## src/rtl/earom_pkg.sv

```systemverilog
// earom_pkg -- shared definitions for the EAROM controller.
//   cmd_e    : CPU command encoding taken from {c1,c2}
//   state_e  : controller state
//   CNT_W    : width of the program-cycle counter (PROG_CYCLES <= 255)
package earom_pkg;

  typedef enum logic [1:0] {
    CMD_WRITE = 2'b00,
    CMD_ERASE = 2'b01,
    CMD_READ  = 2'b10,
    CMD_NOP   = 2'b11
  } cmd_e;

  typedef enum logic [1:0] {
    IDLE = 2'd0,
    PROG = 2'd1,
    HOST = 2'd2
  } state_e;

  localparam int CNT_W = 8;

  // Commands that occupy the array for a full program cycle.
  function automatic logic is_prog_cmd(input cmd_e c);
    return (c == CMD_WRITE) || (c == CMD_ERASE);
  endfunction

endpackage

```

## src/rtl/earom_mem.sv

```systemverilog
// earom_mem -- single-port synchronous RAM backing the EAROM cells.
//   clk    : clock
//   we     : write enable, mem[addr] <= wdata on the rising edge
//   re     : read enable, rdata <= mem[addr] on the rising edge
//   addr   : cell address (shared by read and write, one access per cycle)
//   wdata  : write data
//   rdata  : registered read data, holds until the next read
// Contents are deliberately not reset: the array models non-volatile cells.
module earom_mem #(
  parameter int ADDR_W = 6,
  parameter int DATA_W = 8
) (
  input  logic              clk,
  input  logic              we,
  input  logic              re,
  input  logic [ADDR_W-1:0] addr,
  input  logic [DATA_W-1:0] wdata,
  output logic [DATA_W-1:0] rdata
);

  localparam int DEPTH = 1 << ADDR_W;

  logic [DATA_W-1:0] mem [DEPTH];

  always_ff @(posedge clk) begin
    if (we) mem[addr] <= wdata;
    if (re) rdata <= mem[addr];
  end

endmodule

```

## src/rtl/earom_ctrl.sv

```systemverilog
// earom_ctrl -- EAROM emulation: CPU command port plus a host save/load port.
//   clk, reset_n              : clock, async active-low reset
//   cpu_a/cpu_din/cpu_dout    : CPU address, write data, read data (holds)
//   cpu_c1/cpu_c2/cpu_cs1     : command lines; {c1,c2} selects the command
//   cpu_strobe                : one-cycle command qualifier
//   cpu_busy                  : a write/erase program cycle is running
//   host_a/host_din/host_dout : host address, write data, read data
//   host_rd/host_we/host_ack  : level requests held until the one-cycle ack
//   dirty/dirty_clr           : set by CPU commits, cleared by the host
// A write or erase keeps the array busy for PROG_CYCLES cycles and commits
// on the last of them, so a reset during that window leaves the cell intact.
module earom_ctrl
  import earom_pkg::*;
#(
  parameter int ADDR_W      = 6,
  parameter int DATA_W      = 8,
  parameter int PROG_CYCLES = 16,
  parameter int ERASE_VALUE = 0
) (
  input  logic              clk,
  input  logic              reset_n,
  input  logic [ADDR_W-1:0] cpu_a,
  input  logic [DATA_W-1:0] cpu_din,
  output logic [DATA_W-1:0] cpu_dout,
  input  logic              cpu_c1,
  input  logic              cpu_c2,
  input  logic              cpu_cs1,
  input  logic              cpu_strobe,
  output logic              cpu_busy,
  input  logic [ADDR_W-1:0] host_a,
  input  logic [DATA_W-1:0] host_din,
  output logic [DATA_W-1:0] host_dout,
  input  logic              host_rd,
  input  logic              host_we,
  output logic              host_ack,
  output logic              dirty,
  input  logic              dirty_clr
);

  localparam logic [CNT_W-1:0]  CNT_LOAD = CNT_W'(PROG_CYCLES - 1);
  localparam logic [DATA_W-1:0] ERASE_D  = DATA_W'(ERASE_VALUE);

  cmd_e              cmd;
  state_e            state;
  logic [CNT_W-1:0]  cnt;
  logic [ADDR_W-1:0] lat_a;
  logic [DATA_W-1:0] lat_d;
  logic              lat_erase;

  logic              cpu_sel;    // strobe addressed to us, whatever the state
  logic              cpu_go;     // strobe actually accepted
  logic              cpu_rd_go;
  logic              cpu_pr_go;
  logic              host_go;
  logic              commit;

  logic              cpu_rd_d;   // cpu_dout follows the RAM this cycle
  logic              host_rd_d;  // host_dout follows the RAM this cycle
  logic [DATA_W-1:0] cpu_dout_q;
  logic [DATA_W-1:0] host_dout_q;

  logic              mem_we;
  logic              mem_re;
  logic [ADDR_W-1:0] mem_addr;
  logic [DATA_W-1:0] mem_wdata;
  logic [DATA_W-1:0] mem_rdata;

  assign cmd       = cmd_e'({cpu_c1, cpu_c2});
  assign cpu_sel   = cpu_strobe & cpu_cs1;
  // Only a running program cycle blocks the CPU; the one-cycle HOST ack
  // state leaves the array free, so CPU commands are taken there too.
  assign cpu_go    = cpu_sel & (state != PROG);
  assign cpu_rd_go = cpu_go & (cmd == CMD_READ);
  assign cpu_pr_go = cpu_go & is_prog_cmd(cmd);
  // Any CPU strobe with cs1 (even a NOP) takes priority over the host.
  assign host_go   = (state == IDLE) & ~cpu_sel & (host_rd | host_we);
  assign commit    = (state == PROG) & (cnt == '0);
  assign cpu_busy  = (state == PROG);

  // Single RAM port: the cases below are mutually exclusive by construction
  // (commit only in PROG, CPU read only outside PROG, host only without CPU).
  always_comb begin
    mem_we    = 1'b0;
    mem_re    = 1'b0;
    mem_addr  = cpu_a;
    mem_wdata = host_din;
    if (commit) begin
      mem_we    = 1'b1;
      mem_addr  = lat_a;
      mem_wdata = lat_erase ? ERASE_D : lat_d;
    end else if (cpu_rd_go) begin
      mem_re = 1'b1;
    end else if (host_go) begin
      mem_addr = host_a;
      mem_we   = host_we;   // write wins when both are requested
      mem_re   = ~host_we;
    end
  end

  earom_mem #(
    .ADDR_W(ADDR_W),
    .DATA_W(DATA_W)
  ) u_mem (
    .clk  (clk),
    .we   (mem_we),
    .re   (mem_re),
    .addr (mem_addr),
    .wdata(mem_wdata),
    .rdata(mem_rdata)
  );

  // The RAM output register is shared, so each port keeps its own copy of
  // the last value it was given and only looks at the RAM right after its
  // own read.
  assign cpu_dout  = cpu_rd_d  ? mem_rdata : cpu_dout_q;
  assign host_dout = host_rd_d ? mem_rdata : host_dout_q;

  always_ff @(posedge clk or negedge reset_n) begin
    if (!reset_n) begin
      state       <= IDLE;
      cnt         <= '0;
      lat_a       <= '0;
      lat_d       <= '0;
      lat_erase   <= 1'b0;
      cpu_rd_d    <= 1'b0;
      host_rd_d   <= 1'b0;
      cpu_dout_q  <= '0;
      host_dout_q <= '0;
      host_ack    <= 1'b0;
      dirty       <= 1'b0;
    end else begin
      cpu_rd_d    <= cpu_rd_go;
      host_rd_d   <= host_go & ~host_we;
      host_ack    <= host_go;
      cpu_dout_q  <= cpu_dout;
      host_dout_q <= host_dout;

      // Commit beats a simultaneous clear so no change is ever lost.
      if (commit)         dirty <= 1'b1;
      else if (dirty_clr) dirty <= 1'b0;

      case (state)
        IDLE, HOST: begin
          if (cpu_pr_go) begin
            state     <= PROG;
            cnt       <= CNT_LOAD;
            lat_a     <= cpu_a;
            lat_d     <= cpu_din;
            lat_erase <= (cmd == CMD_ERASE);
          end else if (host_go) begin
            state <= HOST;
          end else begin
            state <= IDLE;
          end
        end
        PROG: begin
          if (cnt == '0) state <= IDLE;
          else           cnt   <= cnt - 1'b1;
        end
        default: state <= IDLE;
      endcase
    end
  end

endmodule

```

## config.mk

```make
export PLATFORM = sky130hd
export DESIGN_NAME = earom_ctrl
export DESIGN_NICKNAME = d
export VERILOG_FILES = /design/src/rtl/earom_pkg.sv /design/src/rtl/earom_mem.sv /design/src/rtl/earom_ctrl.sv
export SDC_FILE = /design/constraint.sdc
export NUM_CORES = 1
export LEC_CHECK = 0
export ABC_AREA = 1
export CAP_MARGIN = 20
export CORE_ASPECT_RATIO = 1.1
export CORE_MARGIN = 2
export CORE_UTILIZATION = 60
export CTS_CLUSTER_DIAMETER = 150
export CTS_CLUSTER_SIZE = 8
export DETAILED_ROUTE_END_ITERATION = 12
export PLACE_DENSITY_LB_ADDON = 0.3
export SLEW_MARGIN = 15
export SYNTH_ARGS = -nofsm -noshare
export SYNTH_HDL_FRONTEND = slang
export SYNTH_HIERARCHICAL = 1
export SYNTH_SLANG_ARGS = --single-unit
```

## constraint.sdc

```tcl
create_clock -name clk -period 3.9 [get_ports clk]
set_clock_uncertainty 0.2 [all_clocks]
set_input_delay 0.78 -clock clk [delete_from_list [all_inputs] [get_ports clk]]
set_output_delay 0.78 -clock clk [all_outputs]
set_load 0.1 [all_outputs]
```

==> qor.txt, run 1 <==
reg2reg setup slack = 0.66 ns
Final TNS setup = 0 ns
sequential cell area fraction in the yosys report = 68.6%
launch point of the worst reg-to-reg path = cnt[0]
flip-flop and latch count after synthesis = 565
largest fanout of any net on the critical path = 45
Power Density = 671 nW/um^2
wire length per cell = 19.0 um
cts bufs inserted = 80
data arrival time at the worst-slack endpoint = 3.46 ns
final worst-path setup slack = 0.577 ns
startpoint of the worst hold path = lat_d[3]
dominant synthesized flop cell = edfxtp_1
clock input transition at the sequential cells of the worst setup and hold paths = 0.05 ns
vias per cell = 5.54
global router's overall resource usage = 28.4%
residual DRC count = 0
Core ar. = 40200 sq um
CTS root buf = clkbuf_16
period utilization = 85.2%
later-pin clock latency in the skew report = 0.60 ns
die outline area = 42300 sq um
timing-limited maximum frequency = 301 MHz
fill cell instance count of the final layout = 2696
Post CTS Setup Buffer Count = 0
Initial Util = 60.7%
Worst Setup End Kind = flop
relative area change from synthesis to final layout = 16.3%
capture endpoint of the worst hold path = lat_d[3]
GPL Wtd Cong = 0.938
proportion of netlist area held by the largest area contributor = 64.0%
Setup crit start kind = input port
cell leakage power = 12.1 nW
gate count after technology mapping = 2417
overall die height = 215 um
number of hold violations in the final report = 0
Worst Path Required = 4.04 ns
RSZ-0062 raised after global routing = no
share of flip-flops with an asynchronous set or reset = 7.96%
Hold Path Class = flop to flop
final wirelength = 59.3 mm
number of warnings issued by yosys = 6
EDFF count, synth = 520
cell count of the worst reg-to-reg path = 20
total of endpoints with negative setup slack in the final report = 0
maximum resistive drop on vdd = 0.000350 V
switching power share of the total = 35.3%
via count of the first global-routing pass = 17000
Core Rows = 77
area of the multi-input gates = 6850 sq um
drt first-iter violations = 1918
minimum setup slack after placement = 0.0317 ns
cell-internal power = 12.3 mW
Crit Reg-Reg Endpoint = u_mem/rdata[7]
DR vias = 17300
Antenna Violating Nets Remaining = 0
floorplan die width = 196 um
CTS H-Tree Depth = 3
global-route wire length before repair = 91.9 mm
count of port buffers added during placement = 55
netlist area before placement = 24400 sq um
Placed Cells incl. Taps = 3010
clock tree from TritonCTS = built
# nets final = 2620
relative max-transition margin = 26.5%
synthesized net count = 2456
maximum clock insertion buffer count = 3
pin count of the biggest net entering global routing = 105
FF/Latch Area = 16700 sq um
largest area contributor in the synthesized netlist = edfxtp_1
ports placed on the boundary = 56
Antenna Diode Count = 0
Unique masters post-synth = 36
hold-critical path depth = 2
kind of critical path = input port to flop
Sinks on Clock Net = 565
max_cap viols = 0
Avg Inst Size Synth = 10.1 sq um
outcome = finished, final reports clean
worst hold margin = 0.283 ns
part of the total power dissipated in the clock network = 32.4%
sw power = 6.71 mW
minimum clock period = 3.32 ns
share of total power in combinational logic = 30.3%
count of non-filler cells in the finished layout = 3119
number of pins exceeding their max-slew limit in the final report = 0
total overflow reported by the global router = 0
share of layout cells above drive strength 1 = 11.6%
cells taking the most area after synthesis = edfxtp_1 64%, nand2_1 22%, dfrtp_1 4.6%
post-detailed-placement half-perimeter wirelength = 35.8 mm
antenna violations before repair = 0
number of detailed-route iterations in the first pass = 6
slew of the pin with the lowest slew margin = 1.10 ns
sequential share of power = 37.3%
## power by group through the flow
stage / clock network, mW / logic [mW] / registers [mW]
finish: 6.16 / 5.77 / 7.10
global placement: 0 / 5.55 / 7.20
detailed placement: 0 / 5.65 / 7.21
CTS: 6.23 / 5.71 / 7.10
floorplan: 0 / 4.07 / 7.19
global route: 6.47 / 6.26 / 7.12
## cell usage after synthesis (2+ instances only)
cell type and count:
o21ai_0 20, or2_1 4, buf_6 16, nor3_2 8
edfxtp_1 520, buf_2 58, nor2_2 3, buf_4 7
o211ai_1 5, inv_1 52, inv_2 9, dfrtp_1 45
nand2_1 1444, mux2_2 16, or2_2 3, nand3_1 23
ha_1 2, buf_1 4, o21ai_2 8, nor4_1 3
clkbuf_1 23, nand2_2 5, xor2_1 2, clkinv_1 2
nor2_1 101, nand2_4 3, nand4_1 6, o21ai_1 17
## sequential cells by signal, summed over array words and instances, names as in the netlist
signal / cells
u_mem/mem: 512
cnt: 8
cpu_dout_q: 8
host_dout_q: 8
lat_d: 8
u_mem/rdata: 8
lat_a: 6
state: 2
cpu_rd_d: 1
dirty: 1
host_ack: 1
host_rd_d: 1
lat_erase: 1
## placed cells by master, fill, tap and decap left out, drive strengths merged
cell type	n
xor2	2
buf	153
nor2	105
clkdlybuf4s50	37
edfxtp	520
mux2	16
nor4	3
inv	64
a21oi	1
o21ai	45
dlygate4sd3	1
nand3	24
nand4	7
nor3	8
clkbuf	103
o21bai	1
ha	2
nand2	1452
clkinv	5
or2	7
dfrtp	45
o211ai	5
## cell type report
type                       count  share of cell area (%)
tap                          513                    2.26
multi-input combinational   1678                    24.1
clock buffer                 103                    7.59
clock inverter                 4                   0.110
timing repair buffer         191                    5.95
inverter                      65                   0.917
sequential                   565                    59.0
## how the worst max path moves through the flow
| stage | start | cells past startpoint | end | slack [ns] |
|---|---|---|---|---|
| 6_report | cpu_strobe | 21 | u_mem/rdata[7] | 0.58 |
| 5_1_grt | cpu_strobe | 21 | u_mem/rdata[7] | 0.45 |
| 4_1_cts | cpu_strobe | 21 | u_mem/rdata[7] | 0.63 |
| 3_5_place_dp | cpu_strobe | 21 | u_mem/rdata[6] | 0.03 |
| 3_3_place_gp | cpu_strobe | 21 | u_mem/rdata[6] | 0.04 |
| 2_1_floorplan | cpu_strobe | 13 | u_mem/mem[41][0] | 0.23 |
## worst max-delay path, cell delays in order
cell and delay (ns):
clkdlybuf4s50_1 0.40, nand2_1 0.09, inv_1 0.05, nor2_1 0.11, nand2_2 0.07, nand2_1 0.05, o21ai_0 0.07, buf_4 0.14
o21ai_4 0.31, inv_6 0.15, buf_12 0.21, nand2_1 0.08, nand2_1 0.05, nand2_1 0.06, nand2_1 0.10, nand2_1 0.08
nand2_1 0.11, nand2_1 0.10, nand2_1 0.05, nor2_1 0.25, nand2_1 0.11
## logic make-up (layout without fill, tap and decap cells)
group	count (synthesis)	after routing	share of synthesized area (%)
buf+inv	174	363	3.68
compound gates	52	52	1.25
fa+ha+maj	2	2	0.103
simple gates	1606	1606	25.5
flops	565	565	68.6
mux	16	16	0.739
xor+xnor	2	2	0.0718
## routing by layer
layer,up-vias,track usage (%),part of all wire [%]
met4,0,12.8,3.6
met2,808,47.5,49
li1,8112,-,-
met5,-,0,0
met3,141,4.94,8.5
met1,8211,36.7,38
## repair_timing
item	in CTS	in global routing
endpoints found under the hold margin	0	10
resized for setup	0	0
hold buffers	0	1
## per-stage QoR
| step | area [sq um] | total power, mW | util (%) |
|---|---|---|---|
| 2_1_floorplan | 24400 | 11.3 | - |
| 3_3_place_gp | 26200 | 12.7 | 65.1 |
| 3_5_place_dp | 26200 | 12.9 | 65.1 |
| 4_1_cts | 28300 | 19.0 | 70.5 |
| 5_1_grt | 28400 | 19.9 | 70.6 |
| 6_report | 28400 | 19.0 | 70.6 |
Power figures use the tool's default switching activity.
==> run 2: changes to the inputs <==
Settings changed: CTS_CLUSTER_DIAMETER 150 to 80, TNS_END_PERCENT set to 1.
==> results of run 2 <==
The final DEF is identical to that of run 1; final timing and power are the same.
